$ cat src/rtl/riscv_pkg.sv
// -----------------------------------------------------------------------------
// riscv_pkg
// Shared decode constants and the EX-stage control bundle.
//   ALU_*        : 3-bit alucontrol encoding consumed by the EX-stage ALU
//   OP_*         : major opcodes understood by the ALU control decoder
//   TAG_MAXW     : storage width reserved for the opaque tag (TAGW <= TAG_MAXW)
//   ex_ctrl_t    : {alucontrol, alusrc_imm, regwrite, branch, illegal, tag}
//   funct3_to_alu: funct3 -> {legal, alucontrol} for R/I-type ALU ops
// -----------------------------------------------------------------------------
package riscv_pkg;

  localparam logic [2:0] ALU_ADD = 3'b000;
  localparam logic [2:0] ALU_SUB = 3'b001;
  localparam logic [2:0] ALU_AND = 3'b010;
  localparam logic [2:0] ALU_OR  = 3'b011;
  localparam logic [2:0] ALU_XOR = 3'b100;
  localparam logic [2:0] ALU_SLT = 3'b101;

  localparam logic [6:0] OP_R      = 7'b0110011;
  localparam logic [6:0] OP_I      = 7'b0010011;
  localparam logic [6:0] OP_LOAD   = 7'b0000011;
  localparam logic [6:0] OP_STORE  = 7'b0100011;
  localparam logic [6:0] OP_BRANCH = 7'b1100011;

  // The bundle carries a fixed-width tag slot; the top uses the low TAGW bits.
  localparam int TAG_MAXW = 32;

  typedef struct packed {
    logic [2:0]          alucontrol;
    logic                alusrc_imm;
    logic                regwrite;
    logic                branch;
    logic                illegal;
    logic [TAG_MAXW-1:0] tag;
  } ex_ctrl_t;

  // Returns {legal, alucontrol}. sub_sel only matters for funct3=000.
  function automatic logic [3:0] funct3_to_alu(input logic [2:0] funct3,
                                               input logic       sub_sel);
    logic [3:0] res;
    case (funct3)
      3'b000:  res = {1'b1, (sub_sel ? ALU_SUB : ALU_ADD)};
      3'b111:  res = {1'b1, ALU_AND};
      3'b110:  res = {1'b1, ALU_OR};
      3'b100:  res = {1'b1, ALU_XOR};
      3'b010:  res = {1'b1, ALU_SLT};
      default: res = {1'b0, ALU_ADD};
    endcase
    return res;
  endfunction

endpackage

$ cat src/rtl/alu_ctrl_dec.sv
// -----------------------------------------------------------------------------
// alu_ctrl_dec
// Pure combinational decoder: opcode/funct3/funct7[5] -> ex_ctrl_t.
// Ports:
//   op       in  [6:0]      instruction opcode
//   funct3   in  [2:0]      instruction [14:12]
//   funct7b5 in             instruction [30] (selects sub for R-type 000)
//   tag      in  [TAGW-1:0] opaque tag, passed through into ctrl.tag
//   ctrl     out ex_ctrl_t  decoded EX-stage control bundle
// Illegal decodes (unknown opcode, or funct3 001/011/101 on R/I) produce an
// add with regwrite=0 and branch=0, and set ctrl.illegal.
// -----------------------------------------------------------------------------
module alu_ctrl_dec
  import riscv_pkg::*;
#(
  parameter int TAGW = 5
) (
  input  logic [6:0]      op,
  input  logic [2:0]      funct3,
  input  logic            funct7b5,
  input  logic [TAGW-1:0] tag,
  output ex_ctrl_t        ctrl
);

  logic [3:0] map_s;
  ex_ctrl_t   ctrl_s;

  // Opcode-driven decode of the ALU operation and companion control bits.
  always_comb begin
    ctrl_s     = '0;
    ctrl_s.tag = TAG_MAXW'(tag);
    map_s      = 4'b0000;
    case (op)
      OP_R: begin
        map_s = funct3_to_alu(funct3, funct7b5);
        if (map_s[3]) begin
          ctrl_s.alucontrol = map_s[2:0];
          ctrl_s.regwrite   = 1'b1;
        end else begin
          ctrl_s.illegal    = 1'b1;
        end
      end
      OP_I: begin
        // funct7b5 is part of the immediate here, never a sub select.
        map_s = funct3_to_alu(funct3, 1'b0);
        if (map_s[3]) begin
          ctrl_s.alucontrol = map_s[2:0];
          ctrl_s.alusrc_imm = 1'b1;
          ctrl_s.regwrite   = 1'b1;
        end else begin
          ctrl_s.illegal    = 1'b1;
        end
      end
      OP_LOAD: begin
        ctrl_s.alucontrol = ALU_ADD;
        ctrl_s.alusrc_imm = 1'b1;
        ctrl_s.regwrite   = 1'b1;
      end
      OP_STORE: begin
        ctrl_s.alucontrol = ALU_ADD;
        ctrl_s.alusrc_imm = 1'b1;
      end
      OP_BRANCH: begin
        ctrl_s.alucontrol = ALU_SUB;
        ctrl_s.branch     = 1'b1;
      end
      default: begin
        ctrl_s.illegal    = 1'b1;
      end
    endcase
  end

  assign ctrl = ctrl_s;

endmodule

$ cat src/rtl/alu_ctrl_issue.sv
// -----------------------------------------------------------------------------
// alu_ctrl_issue
// Decodes an ID-stage instruction into the EX-stage ALU control word and
// registers it through a 2-entry skid buffer at the ID/EX boundary.
// Ports:
//   clk, reset            rising-edge clock, async active-high reset
//   in_valid / in_ready   ID-side handshake (in_ready is a pure register)
//   op, funct3, funct7b5  instruction fields to decode
//   in_tag  [TAGW-1:0]    opaque tag carried unmodified
//   flush                 drop every held entry and the input of this cycle
//   out_valid / out_ready EX-side handshake
//   alucontrol [2:0]      000 add, 001 sub, 010 and, 011 or, 100 xor, 101 slt
//   alusrc_imm, regwrite, branch, out_tag  companion EX controls
//   illegal               only when ALU_CTRL_ILLEGAL_EN is defined
// Configuration macro: ALU_CTRL_ILLEGAL_EN (adds the registered illegal port).
// Main register M drives the outputs; skid register S catches an input
// accepted while M is stalled. An invalid M is held at all-zero payload, so
// regwrite/branch/illegal read 0 whenever out_valid=0.
// -----------------------------------------------------------------------------
module alu_ctrl_issue
  import riscv_pkg::*;
#(
  parameter int TAGW = 5
) (
  input  logic            clk,
  input  logic            reset,
  input  logic            in_valid,
  output logic            in_ready,
  input  logic [6:0]      op,
  input  logic [2:0]      funct3,
  input  logic            funct7b5,
  input  logic [TAGW-1:0] in_tag,
  input  logic            flush,
  output logic            out_valid,
  input  logic            out_ready,
  output logic [2:0]      alucontrol,
  output logic            alusrc_imm,
  output logic            regwrite,
  output logic            branch,
  output logic [TAGW-1:0] out_tag
`ifdef ALU_CTRL_ILLEGAL_EN
  ,
  output logic            illegal
`endif
);

  ex_ctrl_t dec_s;
  ex_ctrl_t m_r;
  ex_ctrl_t s_r;
  logic     m_valid_r;
  logic     s_valid_r;
  logic     in_ready_r;
  logic     in_fire_s;
  logic     out_fire_s;

  alu_ctrl_dec #(.TAGW(TAGW)) u_dec (
    .op       (op),
    .funct3   (funct3),
    .funct7b5 (funct7b5),
    .tag      (in_tag),
    .ctrl     (dec_s)
  );

  assign in_fire_s  = in_valid & in_ready_r;
  assign out_fire_s = m_valid_r & out_ready;

  // Skid buffer: M/S payload and valid bits, plus the registered in_ready.
  always_ff @(posedge clk or posedge reset) begin
    if (reset) begin
      m_r        <= '0;
      s_r        <= '0;
      m_valid_r  <= 1'b0;
      s_valid_r  <= 1'b0;
      in_ready_r <= 1'b1;
    end else if (flush) begin
      // Flush wins over every transfer, including this cycle's input.
      m_r        <= '0;
      s_r        <= '0;
      m_valid_r  <= 1'b0;
      s_valid_r  <= 1'b0;
      in_ready_r <= 1'b1;
    end else if (out_fire_s || !m_valid_r) begin
      // M is free this cycle: refill from S first to keep FIFO order.
      if (s_valid_r) begin
        m_r        <= s_r;
        m_valid_r  <= 1'b1;
        s_r        <= '0;
        s_valid_r  <= 1'b0;
        in_ready_r <= 1'b1;
      end else if (in_fire_s) begin
        m_r        <= dec_s;
        m_valid_r  <= 1'b1;
      end else begin
        m_r        <= '0;
        m_valid_r  <= 1'b0;
      end
    end else if (in_fire_s) begin
      // M is stalled: park the accepted op in S and close the input.
      s_r        <= dec_s;
      s_valid_r  <= 1'b1;
      in_ready_r <= 1'b0;
    end else begin
      m_valid_r  <= m_valid_r;
    end
  end

  assign in_ready   = in_ready_r;
  assign out_valid  = m_valid_r;
  assign alucontrol = m_r.alucontrol;
  assign alusrc_imm = m_r.alusrc_imm;
  assign regwrite   = m_r.regwrite;
  assign branch     = m_r.branch;
  assign out_tag    = m_r.tag[TAGW-1:0];

  // Tag slot bits above TAGW are always zero and intentionally unread.
  logic [TAG_MAXW-1:0] unused_tag_s;
  assign unused_tag_s = m_r.tag;

`ifdef ALU_CTRL_ILLEGAL_EN
  assign illegal = m_r.illegal;
`else
  logic unused_ill_s;
  assign unused_ill_s = m_r.illegal;
`endif

endmodule

$ cat config.mk
export PLATFORM = sky130hd
export DESIGN_NAME = alu_ctrl_issue
export DESIGN_NICKNAME = d
export VERILOG_FILES = /design/src/rtl/riscv_pkg.sv /design/src/rtl/alu_ctrl_dec.sv /design/src/rtl/alu_ctrl_issue.sv
export SDC_FILE = /design/constraint.sdc
export NUM_CORES = 1
export LEC_CHECK = 0
export BUFFER_PORTS_ARGS = -buffer_cell sky130_fd_sc_hd__buf_2
export CELL_PAD_IN_SITES_DETAIL_PLACEMENT = 0
export CELL_PAD_IN_SITES_GLOBAL_PLACEMENT = 2
export CORE_UTILIZATION = 32
export DETAILED_ROUTE_END_ITERATION = 10
export PLACE_DENSITY_LB_ADDON = 0.1
export SLEW_MARGIN = 15
export SYNTH_ARGS = -nofsm -noshare
export SYNTH_HDL_FRONTEND = slang
export SYNTH_SLANG_ARGS = --single-unit
$ cat constraint.sdc
create_clock -name clk -period 1.9 [get_ports clk]
set_clock_uncertainty 0.1 [all_clocks]
set_input_delay 0 -clock clk [delete_from_list [all_inputs] [get_ports clk]]
set_output_delay 0 -clock clk [all_outputs]
set_load 0.1 [all_outputs]
==> impl_metrics.toml <==
[sta]
layout_min_cycle_time_ps = 1655
timing.fmax_mhz = 604.4
setup_viol = 0
relSlewSlack = 0.5151
holdWs_ps = 2.594
slew_violations = 0
worst_slew_pin_slew_ps = 727.4
tns_ps = 0
min_period_over_period = 0.8709
rsz0062_at_grt = "false"
hold_viol_final = 0

[layout]
antenna_cells = 0
final_area_um2 = 1645
synthToLayoutAreaGrowth_pct = 25.96
regArea_um2 = 628.1
fillCellCount = 384
instances_no_fill = 205
nets = 179
finish.utilization = 0.4331
drive_above_1_share = 0.3121
multiInputGateArea_um2 = 618.1

[critical_path]
critPathMaxStageDelay_ps = 660
worstPathCellList = "a211oi_4, a22o_1"
reg2reg_depth = 2
regToRegStartpoint = "s_valid_r"
arrival_ps = 1760
worstSetupStartpoint = "s_valid_r"
path_depth = 2
start_kind = "register"
cp-end-kind = "register"
critPathTopFamily = "compound AO/OA/AOI/OAI gates"
path_buf_inv = 0
slowest_stage = "dfrtp_1"
worst-path-max-fanout = 21
rrSetupSlack_ps = 250
critPathKind = "register to register"
crit_required_ps = 2000

[placement]
placed_cell_area_um2 = 1490
dp_cells = 190
port_buffers = 33
hpwl_um = 2164
routabilityCongestion = 0.7234

[grt]
grt.overflow.total = 0
grt_max_degree = 26
track_usage = 0.1622
grt_pass1_wl_um = 5244
grt_pass1_vias = 1083
antenna_found_initial = 0

[clock_network]
clk_latency_ps = 260
cts_buffers = 3
htree_levels = 1
clock_sinks = 25
cts_buffer_depth = 2
tritoncts = "built"
path_clk_slew_ps = 90
cts-root-buf = "clkbuf_8"
cts_resized = 0
post-cts-setup-buffers = 0

[synth]
synth_nets = 137
synth_area_um2 = 1306
synth_seq_area_share = 0.4799
yosys_warnings = 0
synth_area_leaders = "dfrtp_1 (46%), o2bb2ai_1 (4.0%), and3b_2 (3.8%), a221oi_1 (3.4%), a22o_1 (3.4%)"
ys_ff_latch = 25
yosys.area.top_type = "dfrtp_1"
synth_top_area_frac = 0.4598
synth.distinct_cells = 41
syn_avg_cell_area_um2 = 11.26
syn_inst = 116

[die]
ios = 34
fp.dieW_um = 65.89
die_area_um2 = 4341
die_y_um = 65.89
coreArea_um2 = 3799
start_util = 0.3439
fp-row-count = 22

[routing]
routed_via_density = 5.385
wirelength_um = 3227
vias = 1104
drc = 0
ant_nets = 0
avgRoutedWirePerCell_um = 15.74
first_pass_iters = 4
dr.first_iter.drc_count = 22

[job]
drv_cap = 0

[power]
ir_drop_uv = 402.5
p_per_area_nw_per_um2 = 666.8
leakage_uw = 0.0008049

[run_status]
status = "finished clean"

[worst_hold_path]
hold_depth = 3
hold_class = "input port to register"
holdCritStartpoint = "funct3[2]"
-- Yosys cell counts (all sizes together) --
library cell and number:
a21oi 1, or3b 1, and2 2, o21a 1, and4b 1, a22o 5, o32ai 1, a31oi 6
nor3 6, o2bb2ai 6, xor2 1, nand3b 3, clkbuf 1, nor2 6, and3b 7, nor2b 7
a211o 1, and4bb 1, inv 1, nand4 1, or4bb 1, a21o 2, buf 8, nand2b 1
a211oi 1, and2b 1, a21boi 1, nand3 1, a221oi 5, nand2 2, dfrtp 24, o22ai 5
nand4b 3, dfstp 1, o211a 1
-- metal layers --
layer  wire length (µm)  track usage
met5                  0            0
met2               1463       0.2730
met4                 23      0.04891
met1               1586       0.2125
met3                153      0.02414
-- registers in the layout, summed over array words and instances (netlist names) --
name / flops
s_r: 11
unused_tag_s: 5
alucontrol: 3
alusrc_imm: 1
branch: 1
in_ready: 1
out_valid: 1
regwrite: 1
s_valid_r: 1
-- final timing paths --
| check | to |
|---|---|
| setup / recovery | s_r[0] |
| hold / removal | alucontrol[1] |
| setup reg to reg | s_r[0] |
| hold reg to reg | s_r[34] |
| max in group asynchronous | in_ready |
| min in group asynchronous | branch |
-- power by group --
part / internal, µW / total, µW / switching (µW)
Combinational: 70.8 / 223 / 152
Clock: 150 / 316 / 166
Sequential: 545 / 558 / 13.2
-- layout by cell type, fill, tap and decap left out, types with 2 or more instances in the layout --
cell type,count
and3b_2,5
a22o_1,5
buf_4,2
a221oi_1,5
dlygate4sd3_1,11
clkbuf_8,3
nand2_1,2
a31oi_1,6
nand3b_1,3
nor2_1,6
and3b_1,2
nor3_1,6
nor2b_1,7
buf_2,33
a21o_1,2
o2bb2ai_1,6
nand4b_1,2
dfrtp_1,23
o22ai_1,5
-- final cells by class --
| type | instances | area share |
|---|---|---|
| timing repair buffer | 46 | 0.1764 |
| multi-input combinational | 81 | 0.3757 |
| inverter | 1 | 0.002281 |
| clock buffer | 4 | 0.02738 |
| tap | 48 | 0.03650 |
| sequential | 25 | 0.3817 |
-- what timing repair did --
action | CTS | global route
endpoints found under the hold margin | 36 | 0
hold buffers | 11 | 0
setup endpoints to repair | 0 | 0
-- per-stage QoR --
stage,setup slack (ps),power [µW]
floorplan,102.8,719.9
global placement,306.1,776.9
detailed placement,258.8,778.0
CTS,243.3,1106
global route,135.6,1153
finish,245.3,1097
-- tightest hold or removal path, delay by kind of cell --
kind,cells,cell delay (ps)
buffers and inverters,1,120
AO/OA/AOI/OAI,1,90
AND/OR/NAND/NOR,1,110
-- cell families (layout without fill, tap and decap cells) --
family          Yosys count  count (layout)  synth area share
xor+xnor                  1               1          0.006706
buf+inv                  10              51           0.04693
flops                    25              25            0.4799
simple gates             44              44            0.2433
compound gates           36              36            0.2232
No activity file was read; power rests on OpenSTA's default activity.
